===== config.mk =====
export PLATFORM = sky130hd
export DESIGN_NAME = mem_stage
export DESIGN_NICKNAME = d
export VERILOG_FILES = /design/src/rtl/mem_stage_pkg.sv /design/src/rtl/mem_stage_lane_align.sv /design/src/rtl/mem_stage.sv
export SDC_FILE = /design/constraint.sdc
export NUM_CORES = 1
export LEC_CHECK = 0
export CELL_PAD_IN_SITES_DETAIL_PLACEMENT = 0
export CELL_PAD_IN_SITES_GLOBAL_PLACEMENT = 1
export CORE_MARGIN = 2
export CORE_UTILIZATION = 22
export DETAILED_ROUTE_END_ITERATION = 8
export GPL_TIMING_DRIVEN = 0
export PLACE_DENSITY = 0.86
export SLEW_MARGIN = 20
export SYNTH_ARGS = -nofsm -noshare
export SYNTH_HDL_FRONTEND = slang
export SYNTH_SLANG_ARGS = --single-unit

===== constraint.sdc =====
create_clock -name clk -period 3.5 [get_ports clk]
set_input_delay 1.05 -clock clk [delete_from_list [all_inputs] [get_ports clk]]
set_output_delay 1.05 -clock clk [all_outputs]
set_load 0.005 [all_outputs]

===== src/rtl/mem_stage_pkg.sv =====
// Shared definitions for the memory-access stage: op codes, FSM states,
// byte-lane select constants and op classification helpers.
package mem_stage_pkg;

  typedef enum logic [3:0] {
    MEM_OP_NONE = 4'd0,
    MEM_OP_LB   = 4'd1,
    MEM_OP_LBU  = 4'd2,
    MEM_OP_LH   = 4'd3,
    MEM_OP_LHU  = 4'd4,
    MEM_OP_LW   = 4'd5,
    MEM_OP_SB   = 4'd6,
    MEM_OP_SH   = 4'd7,
    MEM_OP_SW   = 4'd8
  } mem_op_e;

  typedef enum logic [1:0] {
    MS_IDLE = 2'd0,
    MS_WAIT = 2'd1,
    MS_DONE = 2'd2
  } ms_state_e;

  localparam logic [3:0]  SEL_NONE     = 4'b0000;
  localparam logic [3:0]  SEL_BYTE0    = 4'b0001;
  localparam logic [3:0]  SEL_HALF_LO  = 4'b0011;
  localparam logic [3:0]  SEL_HALF_HI  = 4'b1100;
  localparam logic [3:0]  SEL_WORD     = 4'b1111;
  localparam logic [31:0] ZERO_WORD    = 32'h0000_0000;
  localparam logic [4:0]  NOP_REG_ADDR = 5'd0;

  function automatic logic op_is_load(input logic [3:0] op);
    return op inside {MEM_OP_LB, MEM_OP_LBU, MEM_OP_LH, MEM_OP_LHU, MEM_OP_LW};
  endfunction

  function automatic logic op_is_store(input logic [3:0] op);
    return op inside {MEM_OP_SB, MEM_OP_SH, MEM_OP_SW};
  endfunction

  function automatic logic op_misaligned(input logic [3:0] op, input logic [1:0] a);
    case (op)
      MEM_OP_LH, MEM_OP_LHU, MEM_OP_SH: return a[0];
      MEM_OP_LW, MEM_OP_SW:             return a != 2'b00;
      default:                          return 1'b0;
    endcase
  endfunction

endpackage


===== src/rtl/mem_stage_lane_align.sv =====
// Little-endian lane steering: byte enables, store-data replication and
// load-data extraction with sign/zero extension.
module mem_lane_align
  import mem_stage_pkg::*;
(
  input  logic [3:0]  op,
  input  logic [1:0]  addr,
  input  logic [31:0] sdata,
  input  logic [31:0] rdata,
  output logic [3:0]  sel,
  output logic [31:0] sdata_rep,
  output logic [31:0] ldata
);

  logic [7:0]  byte_lane;
  logic [15:0] half_lane;

  always_comb begin
    byte_lane = rdata[{addr, 3'b000} +: 8];
    half_lane = addr[1] ? rdata[31:16] : rdata[15:0];

    case (op)
      MEM_OP_LB, MEM_OP_LBU, MEM_OP_SB: sel = SEL_BYTE0 << addr;
      MEM_OP_LH, MEM_OP_LHU, MEM_OP_SH: sel = addr[1] ? SEL_HALF_HI : SEL_HALF_LO;
      MEM_OP_LW, MEM_OP_SW:             sel = SEL_WORD;
      default:                          sel = SEL_NONE;
    endcase

    // Replicate so the correct lane carries the data whatever the offset.
    case (op)
      MEM_OP_SB: sdata_rep = {4{sdata[7:0]}};
      MEM_OP_SH: sdata_rep = {2{sdata[15:0]}};
      default:   sdata_rep = sdata;
    endcase

    case (op)
      MEM_OP_LB:  ldata = {{24{byte_lane[7]}}, byte_lane};
      MEM_OP_LBU: ldata = {24'h0, byte_lane};
      MEM_OP_LH:  ldata = {{16{half_lane[15]}}, half_lane};
      MEM_OP_LHU: ldata = {16'h0, half_lane};
      default:    ldata = rdata;
    endcase
  end

endmodule


===== src/rtl/mem_stage.sv =====
// Memory-access stage: passes ALU results through, runs loads/stores over a
// req/ack bus with an IDLE/WAIT/DONE FSM, stall request and timeout abort.
module mem_stage
  import mem_stage_pkg::*;
#(
  parameter int TIMEOUT_CYCLES = 16
) (
  input  logic        clk,
  input  logic        rst,
  input  logic [4:0]  mem_waddr_i,
  input  logic        mem_we_i,
  input  logic [31:0] mem_wdata_i,
  input  logic [3:0]  mem_op_i,
  input  logic [31:0] mem_addr_i,
  input  logic [31:0] mem_sdata_i,
  output logic [4:0]  wb_waddr_o,
  output logic        wb_we_o,
  output logic [31:0] wb_wdata_o,
  output logic        dbus_req_o,
  output logic        dbus_we_o,
  output logic [31:0] dbus_addr_o,
  output logic [3:0]  dbus_sel_o,
  output logic [31:0] dbus_wdata_o,
  input  logic        dbus_ack_i,
  input  logic [31:0] dbus_rdata_i,
  output logic        stall_req_o,
  output logic        misalign_o,
  output logic        bus_err_o
);

  localparam logic [7:0] CNT_LAST = 8'(TIMEOUT_CYCLES - 1);

  ms_state_e   state;
  logic [7:0]  cnt;
  logic [31:0] rbuf;
  logic        err;
  logic        load, store, misalign, start;
  logic [3:0]  sel;
  logic [31:0] sdata_rep, ldata;

  assign load     = op_is_load(mem_op_i);
  assign store    = op_is_store(mem_op_i);
  assign misalign = op_misaligned(mem_op_i, mem_addr_i[1:0]);
  assign start    = (load || store) && !misalign;

  mem_lane_align u_align (
    .op        (mem_op_i),
    .addr      (mem_addr_i[1:0]),
    .sdata     (mem_sdata_i),
    .rdata     (rbuf),
    .sel       (sel),
    .sdata_rep (sdata_rep),
    .ldata     (ldata)
  );

  always_ff @(posedge clk) begin
    if (rst) begin
      state <= MS_IDLE;
      cnt   <= 8'd0;
      rbuf  <= ZERO_WORD;
      err   <= 1'b0;
    end else begin
      case (state)
        MS_IDLE: if (start) begin
          state <= MS_WAIT;
          cnt   <= 8'd0;
          err   <= 1'b0;
        end
        // An ack arriving on the timeout cycle still completes normally.
        MS_WAIT: if (dbus_ack_i) begin
          rbuf  <= dbus_rdata_i;
          state <= MS_DONE;
        end else if (cnt == CNT_LAST) begin
          err   <= 1'b1;
          state <= MS_DONE;
        end else begin
          cnt <= cnt + 8'd1;
        end
        MS_DONE: state <= MS_IDLE;
        default: state <= MS_IDLE;
      endcase
    end
  end

  always_comb begin
    wb_waddr_o   = mem_waddr_i;
    wb_we_o      = mem_we_i;
    wb_wdata_o   = mem_wdata_i;
    dbus_req_o   = 1'b0;
    dbus_we_o    = 1'b0;
    dbus_addr_o  = {mem_addr_i[31:2], 2'b00};
    dbus_sel_o   = sel;
    dbus_wdata_o = sdata_rep;
    stall_req_o  = 1'b0;
    misalign_o   = misalign;
    bus_err_o    = 1'b0;

    case (state)
      MS_IDLE: if (start) begin
        stall_req_o = 1'b1;
        wb_we_o     = 1'b0;
      end
      MS_WAIT: begin
        dbus_req_o  = 1'b1;
        dbus_we_o   = store;
        stall_req_o = 1'b1;
        wb_we_o     = 1'b0;
      end
      MS_DONE: if (err) begin
        wb_we_o   = 1'b0;
        bus_err_o = 1'b1;
      end else if (load) begin
        wb_wdata_o = ldata;
      end
      default: ;
    endcase

    if (misalign) wb_we_o = 1'b0;

    if (rst) begin
      wb_waddr_o   = NOP_REG_ADDR;
      wb_we_o      = 1'b0;
      wb_wdata_o   = ZERO_WORD;
      dbus_req_o   = 1'b0;
      dbus_we_o    = 1'b0;
      dbus_addr_o  = ZERO_WORD;
      dbus_sel_o   = SEL_NONE;
      dbus_wdata_o = ZERO_WORD;
      stall_req_o  = 1'b0;
      misalign_o   = 1'b0;
      bus_err_o    = 1'b0;
    end
  end

endmodule


# Word level (Yosys, flattened, before mapping)
# Cells that the tools add are included.
[totals]
output_inout_bits = 111
reg_bits = 43
elab_cells = 80
inputBits = 141
[op_classes]
n_addsub = 1
n_reduce_logical = 15
n_shift = 2
eq_ne = 16
muxes = 42
[op_table]
columns = ["cell", "count"]
rows = [
  ["32-bit 2-to-1 mux", 6],
  ["32-bit case mux with 4 select lines", 1],
  ["32-bit case mux with 2 select lines", 1],
  ["32-bit by 6-bit indexed part select with 8-bit output", 1],
  ["8-bit 2-to-1 mux", 3],
  ["1-bit 2-to-1 mux", 17],
  ["4-bit by 3-bit equality test with 1-bit output, second input constant", 4],
  ["16-bit 2-to-1 mux", 1],
  ["8-bit case mux with 2 select lines", 1],
  ["4-bit case mux with 3 select lines", 1],
  ["8-bit by 1-bit adder with 8-bit output, second input constant", 1],
  ["4-bit by 2-bit equality test with 1-bit output, second input constant", 2],
  ["8-bit by 4-bit equality test with 1-bit output, second input constant", 1],
  ["4-bit 2-to-1 mux", 2],
  ["2-bit != test, second input constant", 4],
  ["4-bit AND reduction", 2],
  ["2-bit 2-to-1 mux", 3],
  ["1-bit case mux with 2 select lines", 3],
  ["3-bit OR reduction", 2],
  ["5-bit 2-to-1 mux", 1],
  ["5-bit nonzero test", 1],
  ["4-bit by 1-bit equality test with 1-bit output, second input constant", 1],
  ["4-bit equality test, second input constant", 1],
  ["2-bit case mux with 2 select lines", 1],
  ["other kinds (13)", 15],
]

# Logic depth before layout (Yosys ltp)
[depth]
depth_word = 9
ltp_mapped = 8
ltp_nobuf = 6

# Modules after synthesis
# A second synthesis with hierarchy kept.
[hier_totals]
cells_unflattened = 589
hier_area_um2 = 4063.9
[by_module_without_submodules]
columns = ["module", "area_per_inst_um2", "n_inst", "seq_area_each_um2", "cells_each"]
rows = [
  ["mem_stage", 2892.8, 1, 860.8, 427],
  ["mem_lane_align", 1171.1, 1, 0.0, 162],
]

# Worst setup path after synthesis
# No wires, ideal clock.
[synth_path]
kind = "input to output"
start = "input mem_addr_i[0]"
end = "output wb_wdata_o[21]"
path_stages = 6
path_buffers = 2
path_slack_ps = 53
t_arrival_ps = 2397
required_ps = 2450
path_cell_list = "buf_2 mux4_2 o211ai_4 buf_6 a2bb2oi_2 nor2_1"
[synth_via]
elab_chain_cells = 6
[synth_lines]
columns = ["item", "line", "rtl"]
rows = [
  ["start, declared", "mem_stage.sv:14", "input logic [31:0] mem_addr_i,"],
  ["32-bit by 6-bit indexed part select with 8-bit output", "mem_stage_lane_align.sv:19", "byte_lane = rdata[{addr, 3'b000} +: 8];"],
  ["32-bit case mux with 4 select lines", "mem_stage_lane_align.sv:36", "case (op)"],
  ["32-bit 2-to-1 mux", "mem_stage.sv:112", "end else if (load) begin"],
  ["32-bit 2-to-1 mux", "mem_stage.sv:109", "MS_DONE: if (err) begin"],
  ["32-bit 2-to-1 mux", "mem_stage.sv:98", "case (state)"],
  ["32-bit 2-to-1 mux", "mem_stage.sv:120", "if (rst) begin"],
  ["end, declared", "mem_stage.sv:18", "output logic [31:0] wb_wdata_o,"],
]
# Every way passes these cells.

# Worst setup path after layout
[layout_path]
start = "input mem_op_i[2]"
end = "output wb_wdata_o[21]"
[layout_via]
elab_chain_cells = 6
elab_cells_between_ends = 11
cone_classes = "eq/ne: 5; mux: 5; reduce/logical: 1"
[layout_lines]
columns = ["item", "line", "rtl"]
rows = [
  ["start, declared", "mem_stage.sv:13", "input logic [3:0] mem_op_i,"],
  ["4-bit by 3-bit equality test with 1-bit output (tied with other cells)", "mem_stage_pkg.sv:32, mem_stage_lane_align.sv:36", ""],
  ["32-bit case mux with 4 select lines or 5-bit nonzero test (tied branches)", "mem_stage_lane_align.sv:36, mem_stage_pkg.sv:32", ""],
  ["32-bit 2-to-1 mux (*)", "mem_stage.sv:112", ""],
  ["32-bit 2-to-1 mux (*)", "mem_stage.sv:109", ""],
  ["32-bit 2-to-1 mux (*)", "mem_stage.sv:98", ""],
  ["32-bit 2-to-1 mux (*)", "mem_stage.sv:120", ""],
]
# Mark *: on every way between the ends. The rest lies on a longest branch, timed or not.

==> results.sh <==
export IMPL_status="complete, but fails checks"
export IMPL_failed_checks="setup timing"
export IMPL_synth_area_mm2=0.00405
export IMPL_slew_headroom=0.607
export IMPL_setup_viol=33
export IMPL_gp_congestion=0.850
export IMPL_tightest_slew_ns=0.590
export IMPL_period_minus_slack_ns=3.64
export IMPL_place_inst=1067
export IMPL_root_buffer="clkbuf_16"
export IMPL_hold_start="cnt[7]"
export IMPL_placementRows=49
export IMPL_drt_pass1_iterations=5
export IMPL_ir_drop_mv=0.183
export IMPL_synthDominantCellAreaShare=0.213
export IMPL_critPathLaunchType="input port"
export IMPL_crit_arrival_ns=2.59
export IMPL_drt_wl_total_mm=19.7
export IMPL_clk_latency_ns=0.30
export IMPL_tns_ns=-3.26
export IMPL_cts_hold_fix_buffers=0
export IMPL_grt_start_max_net_pins=17
export IMPL_vias=5639
export IMPL_cts_buffers=5
export IMPL_io_pins=252
export IMPL_grt_pass1_wl_mm=29.7
export IMPL_fillers=1785
export IMPL_crit_type="in2out"
export IMPL_fp_dieW_um=140
export IMPL_synth_area_top_cells="dfxtp_1 (21%), nand2_1 (11%), a21oi_1 (9.3%)"
export IMPL_wl_per_cell_um=17.4
export IMPL_drc=0
export IMPL_holdPathEnd="cnt[7]"
export IMPL_place_area_mm2=0.00678
export IMPL_antenna_cells=0
export IMPL_r2r_start="state[0]"
export IMPL_htree_levels=2
export IMPL_worstHoldPathCells=2
export IMPL_synth_seq_cells=43
export IMPL_yosysSeqAreaShare=0.213
export IMPL_die_h_um=140
export IMPL_grt_overflow=0
export IMPL_ant_nets=0
export IMPL_nNetsFinal=1048
export IMPL_endpoint_kind="output port"
export IMPL_cts_tree="built"
export IMPL_reg2reg_depth=6
export IMPL_start_util=0.225
export IMPL_clock_skew_final_ns=0.00945
export IMPL_final_area_mm2=0.00811
export IMPL_antenna_found_initial=0
export IMPL_cts_path_max_buffers=2
export IMPL_post_route_period_util=1.04
export IMPL_cap_violations=0
export IMPL_cts_sinks=43
export IMPL_async_flop_share=0
export IMPL_synth_common_cells="nand2_1 (121), nor2_1 (78), a21oi_1 (75)"
export IMPL_final_hold_violation_count=0
export IMPL_grt_pass1_vias=5389
export IMPL_layout_drive_gt1_share=0.258
export IMPL_yosysWarningCount=0
export IMPL_worst_r2r_endpoint="rbuf[29]"
export IMPL_clkTransAtPathRegs_ns=0.06
export IMPL_power_density_mw_per_mm2=216
export IMPL_track_usage=0.188
export IMPL_setup_slack_ns=-0.139
export IMPL_drv_slew=0
export IMPL_instances_no_fill=1136
export IMPL_yosysTopAreaCell="dfxtp_1"
export IMPL_dp_final_hpwl_mm=14.3
export IMPL_via_per_inst=4.96
export IMPL_yosysMostFrequentCell="nand2_1"
export IMPL_reg2reg_slack_ns=1.65
export IMPL_crit_path_max_fanout=7
export IMPL_io_buffers=244
export IMPL_dominantRegCellSynth="dfxtp_1"
export IMPL_syn_inst=593
export IMPL_hold_class="reg2reg"
export IMPL_fmax_ghz=0.275
export IMPL_p_leak_nw=3.18
export IMPL_synth_area_per_cell_um2=6.83
export IMPL_synth_edff_count=0
export IMPL_cp_data_required_time_ns=2.45
export IMPL_synthDistinctLibCells=63
export IMPL_dieArea_mm2=0.0195
export IMPL_dpl_worst_slack_ns=-1.57
export IMPL_core_mm2=0.0180
export IMPL_area_delta_synth_final_pct=100
export IMPL_drtIter0Drc=370
export IMPL_rsz0062_at_grt="true"
## per-stage QoR
stage                     power (mW)  hold WS [ns]   util
after detailed placement        1.15         0.477  0.376
after global routing            1.83         0.522  0.450
after floorplan                0.783         0.446      -
after global placement          1.14         0.466  0.376
after CTS                       1.71         0.491  0.434
final                           1.75         0.490  0.450
## logic make-up after synthesis
kind of cell,share of synthesized area
simple gates,0.341
other cells,0.000926
xor+xnor,0.00618
flops,0.213
mux,0.0816
compound gates,0.271
buf+inv,0.0812
fa+ha+maj,0.00556
## state kept, by name, summed over array words and instances, names as in the netlist
name   count
state      2
rbuf      32
err        1
cnt        8
## per-layer routing
metal	GRT usage	vias up	wire, um
met5	0	-	0
met4	0.0605	0	494
met3	0.0286	34	1580
met2	0.336	297	9870
met1	0.232	2627	7800
li1	-	2681	-
## worst max-delay path by stage
stage	start	slack, ns	cells after the start	to
floorplan	mem_addr_i[0]	0.05	6	wb_wdata_o[21]
global placement	rst	-1.59	6	wb_wdata_o[31]
detailed placement	rst	-1.57	6	wb_wdata_o[31]
CTS	mem_op_i[3]	-0.21	9	wb_wdata_o[25]
global route	mem_op_i[2]	-0.21	9	wb_wdata_o[10]
finish	mem_op_i[2]	-0.14	8	wb_wdata_o[21]
## power by group
group,internal [mW],switching [mW]
logic,0.430,0.308
clock network,0.271,0.220
registers,0.503,0.0209
## cells in the final DEF, fill, tap and decap left out, types with 8 or more instances in the layout
cell type	n
mux2i_1	15
buf_2	35
dlygate4sd2_1	30
buf_6	23
a2bb2oi_2	17
nor2_1	71
clkdlybuf4s50_1	174
nand2_1	119
nor3_1	10
a21oi_1	68
nand3_1	10
mux4_2	8
buf_12	15
a211oi_1	8
nor2b_1	48
o21ai_0	10
clkbuf_1	12
inv_1	14
buf_4	44
dfxtp_1	43
## repair_timing
action / CTS / global route
setup endpoints to repair: 109 / 67
resized for setup: 307 / 62
cloned: 2 / 0
pin swaps: 41 / 31
buffers inserted: 46 / 20
## critical path, cell delays in order
cell and delay, ns:
buf_12 0.12, or4b_4 0.58, o211ai_4 0.25, buf_6 0.15, buf_8 0.12, a2bb2oi_2 0.14, nor2_1 0.05, buf_2 0.13
## cell type report
| type | instances | area [um^2] | area share |
|---|---|---|---|
| multi-input cells | 482 | 3330 | 0.411 |
| repair buffers | 310 | 2920 | 0.360 |
| flip-flops and latches | 43 | 861 | 0.106 |
| plain buffers | 48 | 499 | 0.0616 |
| well taps | 229 | 287 | 0.0353 |
| clock buffers | 5 | 125 | 0.0154 |
| inverters | 16 | 62.6 | 0.00772 |
| clock inverters | 3 | 26.3 | 0.00324 |
No activity file was read; power rests on OpenSTA's default activity.
